<file path="config.mk">
export PLATFORM = sky130hd
export DESIGN_NAME = guess_game_core_flat
export DESIGN_NICKNAME = d
export VERILOG_FILES = /design/src/rtl/guess_game_if.sv /design/src/rtl/guess_game_core.sv /design/src/flat_wrapper.sv
export SDC_FILE = /design/constraint.sdc
export NUM_CORES = 1
export LEC_CHECK = 0
export BUFFER_PORTS_ARGS = -buffer_cell sky130_fd_sc_hd__buf_4
export CORE_MARGIN = 8
export CORE_UTILIZATION = 40
export CTS_BUF_LIST = sky130_fd_sc_hd__clkbuf_4
export CTS_CLUSTER_DIAMETER = 200
export DETAILED_ROUTE_END_ITERATION = 12
export PLACE_DENSITY = 0.59
export SETUP_SLACK_MARGIN = 0.2
export SYNTH_ARGS = -nofsm -noshare
export SYNTH_HDL_FRONTEND = slang
export SYNTH_SLANG_ARGS = --single-unit
</file>
<file path="constraint.sdc">
create_clock -name clk -period 18.5 [get_ports clk]
set_clock_uncertainty 0.2 [all_clocks]
set_input_delay 1.85 -clock clk [delete_from_list [all_inputs] [get_ports clk]]
set_output_delay 1.85 -clock clk [all_outputs]
set_load 0.01 [all_outputs]
</file>
<file path="src/rtl/guess_game_if.sv">
// guess_game_if
//   Groups the player controls and display pins of the dice-guessing game.
//   master : the board side (drives sw/up, observes the display and score)
//   slave  : the game core (samples sw/up, drives am/out/over/score)
//   Signals:
//     sw    roll request, level
//     up    guess-advance request, level
//     am    digit enables, active-low one-hot
//     out   segments {a,b,c,d,e,f,g,dp}, active-low
//     over  game-over flag
//     score current score, binary 0..99
interface guess_game_if;
   logic       sw;
   logic       up;
   logic [3:0] am;
   logic [7:0] out;
   logic       over;
   logic [6:0] score;

   modport master (
      output sw,
      output up,
      input  am,
      input  out,
      input  over,
      input  score
   );

   modport slave (
      input  sw,
      input  up,
      output am,
      output out,
      output over,
      output score
   );
endinterface

</file>
<file path="src/rtl/guess_game_core.sv">
// guess_game_core
//   Dice-guessing game. A free-running LFSR supplies a die face (uniform by
//   rejection of out-of-range nibbles), which is compared with the player's
//   guess. A saturating score is kept; reaching zero ends the game until
//   reset. A 4-digit multiplexed active-low 7-segment display shows
//   face, guess and score (tens/ones).
//   Ports:
//     clk    system clock
//     reset  synchronous, active-high
//     bus    guess_game_if.slave: sw/up in; am/out/over/score out
module guess_game_core #(
   parameter int         TICK_DIV    = 2**24,
   parameter int         SCAN_DIV    = 2**14,
   parameter int         FACES       = 6,
   parameter int         START_SCORE = 10,
   parameter int         WIN_PTS     = 6,
   parameter int         LOSS_PTS    = 1,
   parameter logic [7:0] SEED        = 8'hA5
) (
   input logic          clk,
   input logic          reset,
   guess_game_if.slave  bus
);

   localparam int TICK_W = $clog2(TICK_DIV);
   localparam int SCAN_W = (SCAN_DIV > 1) ? $clog2(SCAN_DIV) : 1;
   localparam logic [TICK_W-1:0] TICK_LAST = TICK_W'(TICK_DIV - 1);
   localparam logic [SCAN_W-1:0] SCAN_LAST = SCAN_W'(SCAN_DIV - 1);
   localparam logic [3:0] FACES_V = 4'(FACES);
   localparam logic [6:0] START_V = 7'(START_SCORE);
   localparam logic [6:0] LOSS_V  = 7'(LOSS_PTS);
   localparam logic [7:0] WIN_V   = 8'(WIN_PTS);

   typedef enum logic [1:0] {
      PLAY = 2'd0,
      DRAW = 2'd1,
      OVER = 2'd2
   } state_t;

   // active-low segment code for one decimal digit
   function automatic logic [7:0] seg7(input logic [3:0] d);
      logic [7:0] s;
      case (d)
         4'd0:    s = 8'b00000011;
         4'd1:    s = 8'b10011111;
         4'd2:    s = 8'b00100101;
         4'd3:    s = 8'b00001101;
         4'd4:    s = 8'b10011001;
         4'd5:    s = 8'b01001001;
         4'd6:    s = 8'b01000001;
         4'd7:    s = 8'b00011111;
         4'd8:    s = 8'b00000001;
         4'd9:    s = 8'b00001001;
         default: s = 8'b11111111;
      endcase
      return s;
   endfunction

   // {tens, ones} of a 0..99 value by repeated subtraction of ten
   function automatic logic [7:0] to_bcd(input logic [6:0] val);
      logic [6:0] rem;
      logic [3:0] tens;
      rem  = val;
      tens = 4'd0;
      for (int i = 0; i < 9; i++) begin
         if (rem >= 7'd10) begin
            rem  = rem - 7'd10;
            tens = tens + 4'd1;
         end else begin
            rem  = rem;
         end
      end
      return {tens, rem[3:0]};
   endfunction

   state_t              state_r, state_s;
   logic [7:0]          lfsr_r;
   logic [TICK_W-1:0]   tick_cnt_r;
   logic [SCAN_W-1:0]   scan_cnt_r;
   logic                sw_q_r, up_q_r, blink_r;
   logic [3:0]          guess_r, guess_s;
   logic [3:0]          g_cap_r, g_cap_s;
   logic [3:0]          face_r, face_s;
   logic [6:0]          score_r, score_s;
   logic                over_r;
   logic [1:0]          dig_r;
   logic [3:0]          am_r, am_s;
   logic [7:0]          out_r, seg_s;
   logic [3:0]          dig_val_s;
   logic                blank_s;
   logic                tick_s, scan_step_s, sw_press_s, up_press_s;
   logic [3:0]          draw_v_s;
   logic [7:0]          sum_s;
   logic [7:0]          bcd_s;

   assign tick_s      = (tick_cnt_r == TICK_LAST);
   assign scan_step_s = (scan_cnt_r == SCAN_LAST);
   // a press is the first tick sample at 1 after a tick sample at 0
   assign sw_press_s  = tick_s & bus.sw & ~sw_q_r;
   assign up_press_s  = tick_s & bus.up & ~up_q_r;
   assign draw_v_s    = lfsr_r[3:0];
   // one spare bit so a large win cannot wrap before saturation
   assign sum_s       = {1'b0, score_r} + WIN_V;
   assign bcd_s       = to_bcd(score_r);

   // LFSR, tick divider, control sampling and blink phase
   always_ff @(posedge clk) begin
      if (reset) begin
         lfsr_r     <= SEED;
         tick_cnt_r <= {TICK_W{1'b0}};
         sw_q_r     <= 1'b0;
         up_q_r     <= 1'b0;
         blink_r    <= 1'b0;
      end else begin
         lfsr_r     <= {lfsr_r[6:0], lfsr_r[7] ^ lfsr_r[5] ^ lfsr_r[4] ^ lfsr_r[3]};
         tick_cnt_r <= tick_s ? {TICK_W{1'b0}} : tick_cnt_r + TICK_W'(1);
         if (tick_s) begin
            sw_q_r  <= bus.sw;
            up_q_r  <= bus.up;
            blink_r <= ~blink_r;
         end
      end
   end

   // game state register
   always_ff @(posedge clk) begin
      if (reset) begin
         state_r <= PLAY;
         guess_r <= 4'd1;
         g_cap_r <= 4'd1;
         face_r  <= 4'd0;
         score_r <= START_V;
         over_r  <= 1'b0;
      end else begin
         state_r <= state_s;
         guess_r <= guess_s;
         g_cap_r <= g_cap_s;
         face_r  <= face_s;
         score_r <= score_s;
         over_r  <= (state_s == OVER);
      end
   end

   // next game state: guess stepping, roll capture, rejection draw and scoring
   always_comb begin
      state_s = state_r;
      guess_s = guess_r;
      g_cap_s = g_cap_r;
      face_s  = face_r;
      score_s = score_r;
      case (state_r)
         PLAY: begin
            if (up_press_s) begin
               if (guess_r >= FACES_V) begin
                  guess_s = 4'd1;
               end else begin
                  guess_s = guess_r + 4'd1;
               end
            end else begin
               guess_s = guess_r;
            end
            // captures the guess before any same-tick increment
            if (sw_press_s) begin
               g_cap_s = guess_r;
               state_s = DRAW;
            end else begin
               state_s = PLAY;
            end
         end
         DRAW: begin
            if ((draw_v_s != 4'd0) && (draw_v_s <= FACES_V)) begin
               face_s = draw_v_s;
               if (draw_v_s == g_cap_r) begin
                  if (sum_s > 8'd99) begin
                     score_s = 7'd99;
                  end else begin
                     score_s = sum_s[6:0];
                  end
                  state_s = PLAY;
               end else if (score_r > LOSS_V) begin
                  score_s = score_r - LOSS_V;
                  state_s = PLAY;
               end else begin
                  score_s = 7'd0;
                  state_s = OVER;
               end
            end else begin
               state_s = DRAW;
            end
         end
         OVER: begin
            state_s = OVER;
         end
         default: begin
            state_s = PLAY;
         end
      endcase
   end

   // digit selection and segment pattern for the digit about to be scanned
   always_comb begin
      am_s      = 4'b1111;
      dig_val_s = 4'd0;
      blank_s   = 1'b0;
      case (dig_r)
         2'd0: begin
            am_s      = 4'b1110;
            dig_val_s = face_r;
            blank_s   = (face_r == 4'd0);
         end
         2'd1: begin
            am_s      = 4'b1101;
            dig_val_s = guess_r;
         end
         2'd2: begin
            am_s      = 4'b1011;
            dig_val_s = bcd_s[3:0];
         end
         2'd3: begin
            am_s      = 4'b0111;
            dig_val_s = bcd_s[7:4];
         end
         default: begin
            am_s      = 4'b1111;
            dig_val_s = 4'd0;
         end
      endcase
      if (blank_s || (blink_r && (state_r == OVER))) begin
         seg_s = 8'b11111111;
      end else begin
         seg_s = seg7(dig_val_s);
      end
   end

   // display scan: am and out change together, one digit per SCAN_DIV clks
   always_ff @(posedge clk) begin
      if (reset) begin
         scan_cnt_r <= {SCAN_W{1'b0}};
         dig_r      <= 2'd0;
         am_r       <= 4'b1111;
         out_r      <= 8'b11111111;
      end else if (scan_step_s) begin
         scan_cnt_r <= {SCAN_W{1'b0}};
         dig_r      <= dig_r + 2'd1;
         am_r       <= am_s;
         out_r      <= seg_s;
      end else begin
         scan_cnt_r <= scan_cnt_r + SCAN_W'(1);
      end
   end

   assign bus.am    = am_r;
   assign bus.out   = out_r;
   assign bus.over  = over_r;
   assign bus.score = score_r;

endmodule

</file>
<file path="src/flat_wrapper.sv">
// flat-port wrapper written by rule: the top's interface ports become plain ports
module guess_game_core_flat 
#(
   parameter int         TICK_DIV    = 2**24,
   parameter int         SCAN_DIV    = 2**14,
   parameter int         FACES       = 6,
   parameter int         START_SCORE = 10,
   parameter int         WIN_PTS     = 6,
   parameter int         LOSS_PTS    = 1,
   parameter logic [7:0] SEED        = 8'hA5
)
  (clk, reset, bus_sw, bus_up, bus_am, bus_out, bus_over, bus_score);
  guess_game_if bus_i ();
  input logic clk;
  input logic reset;
  input wire logic [$bits(bus_i.sw)-1:0] bus_sw;
  input wire logic [$bits(bus_i.up)-1:0] bus_up;
  output wire logic [$bits(bus_i.am)-1:0] bus_am;
  output wire logic [$bits(bus_i.out)-1:0] bus_out;
  output wire logic [$bits(bus_i.over)-1:0] bus_over;
  output wire logic [$bits(bus_i.score)-1:0] bus_score;
  assign bus_i.sw = bus_sw;
  assign bus_i.up = bus_up;
  assign bus_am = bus_i.am;
  assign bus_out = bus_i.out;
  assign bus_over = bus_i.over;
  assign bus_score = bus_i.score;
  guess_game_core #(.TICK_DIV(TICK_DIV), .SCAN_DIV(SCAN_DIV), .FACES(FACES), .START_SCORE(START_SCORE), .WIN_PTS(WIN_PTS), .LOSS_PTS(LOSS_PTS), .SEED(SEED)) u_core (.clk(clk), .reset(reset), .bus(bus_i));
endmodule
</file>
== After elaboration in Yosys (flattened, before gate mapping) ==
Memory sizes are Yosys's and may differ from the RTL's.
Index checks and enable logic that the tools add are counted.
Operators by class
  $add $sub $neg: 23
  order comparisons: 13
  eq/ne operators: 9
  mux-type cells: 31
  bitwise operators: 10
  reduce and logical (&&, ||, !) cells: 12
Operators with widths (number)
  $mux 7: 11
  $ge 7x4->1 const B: 9
  $sub 7x4->7 const B: 8
  $mux 4: 10
  $add 4x1->4 const B: 8
  $pmux 4 s4: 2
  $add 24x1->24 const B: 1
  $eq 24x24->1 const B: 1
  $add 14x1->14 const B: 1
  $eq 14x14->1 const B: 1
  $add 7x3->8 const B: 1
  $eq 2x2->1 const B: 4
  $gt 8x7->1 const B: 1
  $mux 8: 1
  $gt 7x1->1 const B: 1
  $sub 7x1->7 const B: 1
  $mux 2: 3
  $pmux 2 s3: 1
  $reduce_and 2->1: 3
  $and 1x1->1: 4
  $eq 2x1->1 const B: 2
  $eq 4x4->1: 1
  $ge 4x3->1 const B: 1
  $le 4x3->1 const B: 1
  12 further kinds: 21
Word-level totals
  register bits: 85
  memory bits (read-only): 112
  input bits: 4
  output and inout port bits: 20
  logic and storage cells: 114
  memories kept: 1
Memory list
  (no name shown): words 16, bits a word 7, rd ports 1, clocked after Yosys merged registers in 0, wr ports 0, line guess_game_core.sv:43  | case (d)

== Longest topological paths before layout ==
An unclocked memory read counts as a cell.
  depth after elaboration: 21
  depth in mapped cells: 68
  mapped depth without buffers: 66

== Worst setup path before layout ==
OpenSTA, ideal clock, no wires.
  kind: register to register
  start: register u_core.score_r[1], in the netlist u_core.bus.score[1]
  end: register u_core.out_r[6], in the netlist u_core.bus.out[6]
  setup time: 58 ps
  data arrival time: 11562 ps
  data required time: 18242 ps
  path slack: 6680 ps
  stages on the path, launching flop included: 65
  clock period less this slack: 11820 ps
  cells stage by stage: dfxtp_1 buf_2 inv_1 ha_1 a21bo_2 nand2_1 nor2_1 a21oi_1 inv_1 ha_1 nor2b_1 nand3_1 nand3_1 a21oi_2 mux2_2 inv_1 ha_1 nor2b_1 [29 not listed] ha_1 nand2_1 a32o_2 o31ai_4 mux2_2 inv_1 ha_1 inv_1 a221o_1 a21oi_1 xnor2_1 nand2_1 a21oi_1 inv_1 ha_1 or2_2 a21oi_1 o22a_1
Between the ends
  longest elaborated chain between the ends: 21
Ends and longest elaborated chain
  start, declared: line guess_game_core.sv:84  | logic [6:0] score_r, score_s;
  start signal, assigned: line guess_game_core.sv:139  | score_r <= score_s;
  $sub 7x4->7 / $ge 7x4->1 (equally long branches): line guess_game_core.sv:67, guess_game_core.sv:66
  $mux 7 / $mux 1 (equally long branches): line guess_game_core.sv:66  | if (rem >= 7'd10) begin
  $sub 7x4->7 (tied with other cells): line guess_game_core.sv:67  | rem = rem - 7'd10;
  $mux 7 / $mux 4 (equally long branches): line guess_game_core.sv:66
  $sub 7x4->7 (tied with other cells): line guess_game_core.sv:67
  $mux 7 / $mux 4 (equally long branches): line guess_game_core.sv:66
  $sub 7x4->7 (tied with other cells): line guess_game_core.sv:67
  $mux 7 / $mux 4 (equally long branches): line guess_game_core.sv:66
  [5 not listed]
  $mux 7 / $mux 4 (equally long branches): line guess_game_core.sv:66
  $sub 7x4->7 (tied with other cells): line guess_game_core.sv:67
  $mux 7 / $mux 4 (equally long branches): line guess_game_core.sv:66
  $ge 7x4->1 (tied with other cells): line guess_game_core.sv:66
  $mux 4: line guess_game_core.sv:66
  $pmux 4 s4 (*): line guess_game_core.sv:205  | case (dig_r)
  $mem_v2 16x7 (*)
  $mux 8 (*): line guess_game_core.sv:228  | if (blank_s || (blink_r && (state_r == OVER))) begin
  end signal, assigned: line guess_game_core.sv:246  | out_r <= seg_s;
  end, declared: line guess_game_core.sv:88  | logic [7:0] out_r, seg_s;
Mark *: on every way between the ends. The rest lies on a longest branch, timed or not.
A chain may end at the register's enable or synchronous reset.

== Worst setup path after layout ==
  start: register u_core.score_r[1], in the netlist u_core.bus.score[1]
  end: register u_core.out_r[2], in the netlist u_core.bus.out[2]
Same word-level chain as after synthesis.

==> results.sh <==
export IMPL_rsz0062_at_grt="no"
export IMPL_first_global_vias=5753
export IMPL_async_flop_share_pct=0
export IMPL_clk_path_buf_depth=2
export IMPL_gr_total_overflow=0
export IMPL_syn_area_per_cell_um2=7.72
export IMPL_power_mw=0.304
export IMPL_critPathLaunchType="flip-flop"
export IMPL_core_area_mm2=0.0171
export IMPL_place_congestion=0.852
export IMPL_peakVddDrop_mv=0.0389
export IMPL_r2r_start="u_core.bus.score[1]"
export IMPL_synth_cell_type_count=112
export IMPL_ant_nets=0
export IMPL_setup_ws_ps=4420
export IMPL_clk_pin_slew_worst_paths_ps=130
export IMPL_arrival_ps=14230
export IMPL_wire_per_inst_um=14.0
export IMPL_track_usage_pct=14.5
export IMPL_clk_latency_ps=440
export IMPL_placed_area_mm2=0.00716
export IMPL_antenna_found_initial=1
export IMPL_cpMaxStageDelayCell="o31ai_2"
export IMPL_fp_dieW_um=147
export IMPL_reg2reg_to="u_core.bus.out[2]"
export IMPL_maxSlewViolCount=0
export IMPL_drc_errors=0
export IMPL_pre_cts_slack_ps=4510
export IMPL_ioPinCount=24
export IMPL_post_route_cell_area_mm2=0.00730
export IMPL_grt_max_degree=49
export IMPL_dpl_hpwl_mm=11.7
export IMPL_seq_area_mm2=0.00168
export IMPL_fp_dieH_um=147
export IMPL_p_per_area_mw_per_mm2=41.7
export IMPL_min_path_type="flip-flop to flip-flop"
export IMPL_cts_buffers=9
export IMPL_hold_path_startpoint="u_core.lfsr_r[6]"
export IMPL_row_count=48
export IMPL_cts_resized_gates=0
export IMPL_crit_required_ps=18650
export IMPL_vias=6174
export IMPL_fin_crit_sh_pct=76.1
export IMPL_synth_ff_type="dfxtp_1"
export IMPL_r2r_setup_slack_ps=4420
export IMPL_maxSlewHeadroom_pct=37.7
export IMPL_critPathMaxStageDelay_ps=740
export IMPL_worstRegToRegCells=59
export IMPL_drive_gt1_share_pct=10.5
export IMPL_maxCapViolCount=0
export IMPL_routed_wl_mm=15.7
export IMPL_crit_path_max_fanout=18
export IMPL_layout_commonest_cell="nor2_1"
export IMPL_start_util_pct=40.3
export IMPL_synth_seq_cells=84
export IMPL_synthesis_area_mm2=0.00687
export IMPL_leakagePower_nw=2.71
export IMPL_grt_first_pass_wirelength_mm=26.9
export IMPL_fillers=1786
export IMPL_hold_violations=0
export IMPL_worst_slew_pin_slew_ps=933
export IMPL_cts_root_buf="clkbuf_4"
export IMPL_setup_viol=0
export IMPL_synth_edff_count=0
export IMPL_cts_tree="yes"
export IMPL_dr_pass1_iters=5
export IMPL_tns_ps=0
export IMPL_fin_util_pct=42.8
export IMPL_io_buffers=22
export IMPL_path_class="flip-flop to flip-flop"
export IMPL_drtIter0Drc=379
export IMPL_multi_input_area_mm2=0.00486
export IMPL_endpoint_kind="flip-flop"
export IMPL_status="finished, final reports clean"
export IMPL_h_tree_depth=3
export IMPL_min_to="u_core.lfsr_r[7]"
export IMPL_cts_hold_buf=0
export IMPL_cts_setup_buffers=0
export IMPL_holdPathStages=1
export IMPL_die_area_mm2=0.0216
export IMPL_vias_per_cell=5.51
export IMPL_clock_sinks=84
export IMPL_layout_common_cells="111 x nor2_1, 87 x nand2_1, 84 x dfxtp_1"
export IMPL_synthCells=890
export IMPL_finalCriticalPeriod_ps=14080
export IMPL_ys_seq_area_share_pct=24.5
export IMPL_fin_nets=928
export IMPL_areaGrowthSynthToFinish_pct=6.19
export IMPL_syn_nets=929
export IMPL_yosysWarnings=0
export IMPL_clock_fmax_mhz=71.0
routing by layer:
layer,track usage [%],part of all wire [%]
met2,24.2,46
met3,1.97,3.3
met1,18.9,49
met5,0,0
met4,4.33,1.1
how the worst max path moves through the flow:
| stage | from | to | slack (ps) | depth (start not counted) |
|---|---|---|---|---|
| floorplan | u_core.bus.score[1] | u_core.bus.out[6] | 6680 | 64 |
| global placement | u_core.bus.score[1] | u_core.bus.out[6] | 4870 | 62 |
| detailed placement | u_core.bus.score[1] | u_core.bus.out[2] | 4510 | 59 |
| CTS | u_core.bus.score[1] | u_core.bus.out[6] | 4450 | 62 |
| global route | u_core.bus.score[1] | u_core.bus.out[6] | 3050 | 63 |
| finish | u_core.bus.score[1] | u_core.bus.out[2] | 4420 | 59 |
cell usage after synthesis (all sizes together), types with 4 or more instances:
cell / n / area [µm²]
a211oi: 13 / 130
a21boi: 5 / 41.3
and2: 20 / 128
clkbuf: 17 / 63.8
inv: 41 / 154
o311ai: 4 / 50.1
and3: 16 / 105
o22ai: 8 / 50.1
a21o: 5 / 37.5
a31oi: 8 / 65.1
buf: 18 / 105
o211ai: 9 / 81.3
nor4: 9 / 75.1
o31ai: 7 / 76.3
nor2b: 21 / 131
nand2b: 10 / 65.1
or3: 6 / 42.5
nor3: 14 / 80.1
o211a: 6 / 60.1
xor2: 28 / 245
a21oi: 51 / 270
nand2: 88 / 333
ha: 35 / 438
nor3b: 6 / 50.1
mux2i: 15 / 154
o21ai: 52 / 268
a211o: 6 / 52.6
nor2: 112 / 423
o2bb2ai: 5 / 43.8
or2: 10 / 62.6
a22oi: 7 / 57.6
o221ai: 4 / 35.0
nand3: 34 / 175
xnor2: 36 / 323
mux2: 7 / 82.6
o21a: 4 / 31.3
nand4: 17 / 106
dfxtp: 84 / 1680
state kept, by name, indices dropped and copies added, names as in the netlist:
signal             count
u_core.g_cap_r         4
u_core.bus.over        1
u_core.lfsr_r          8
u_core.face_r          4
u_core.blink_r         1
u_core.state_r         2
u_core.tick_cnt_r     24
u_core.bus.out         7
u_core.up_q_r          1
u_core.dig_r           2
u_core.sw_q_r          1
u_core.bus.score       7
u_core.guess_r         4
u_core.scan_cnt_r     14
u_core.bus.am          4
kinds of logic after synthesis:
group	Yosys count	share of synthesized area, %
and+or+nand+nor	379	28.0
AOI/OAI and AO/OA	228	24.7
DFF	84	24.5
buffers and inverters	77	4.75
xor gates and xnor gates	64	8.27
adders and majority gates	35	6.37
muxes	22	3.44
other	1	0.0546
per-stage QoR:
| step | hold slack, ps | instances |
|---|---|---|
| final | 232 | 1120 |
| after global routing | 240 | 1120 |
| after CTS | 236 | 1119 |
| after detailed placement | 203 | 1103 |
| after global placement | 191 | 1103 |
| after floorplan | 189 | 890 |
area by class of cell:
type,instances,share of cell area (%)
diodes,1,0.0343
clock buffers,10,1.03
clock inverters,6,0.857
inverters,42,2.16
multi-input cells,729,66.6
flip-flops and latches,84,23.0
well taps,225,3.86
repair buffers,23,2.37
where the power goes:
| part | switching (mW) | leakage, nW | internal [mW] |
|---|---|---|---|
| Clock | 0.0637 | 0.0721 | 0.0426 |
| Sequential | 0.00271 | 0.681 | 0.184 |
| Combinational | 0.00683 | 1.95 | 0.00464 |
| Total | 0.0732 | 2.71 | 0.231 |
worst max-delay path: cells and delay by family (launching register included):
kind | cells | cell delay (ps)
AOI/OAI and AO/OA | 17 | 5250
xor gates and xnor gates | 4 | 1080
buffers and inverters | 9 | 850
muxes | 3 | 910
and+or+nand+nor | 17 | 3060
DFF | 1 | 700
adders and majority gates | 9 | 1930
(Power assumes the default switching activity.)
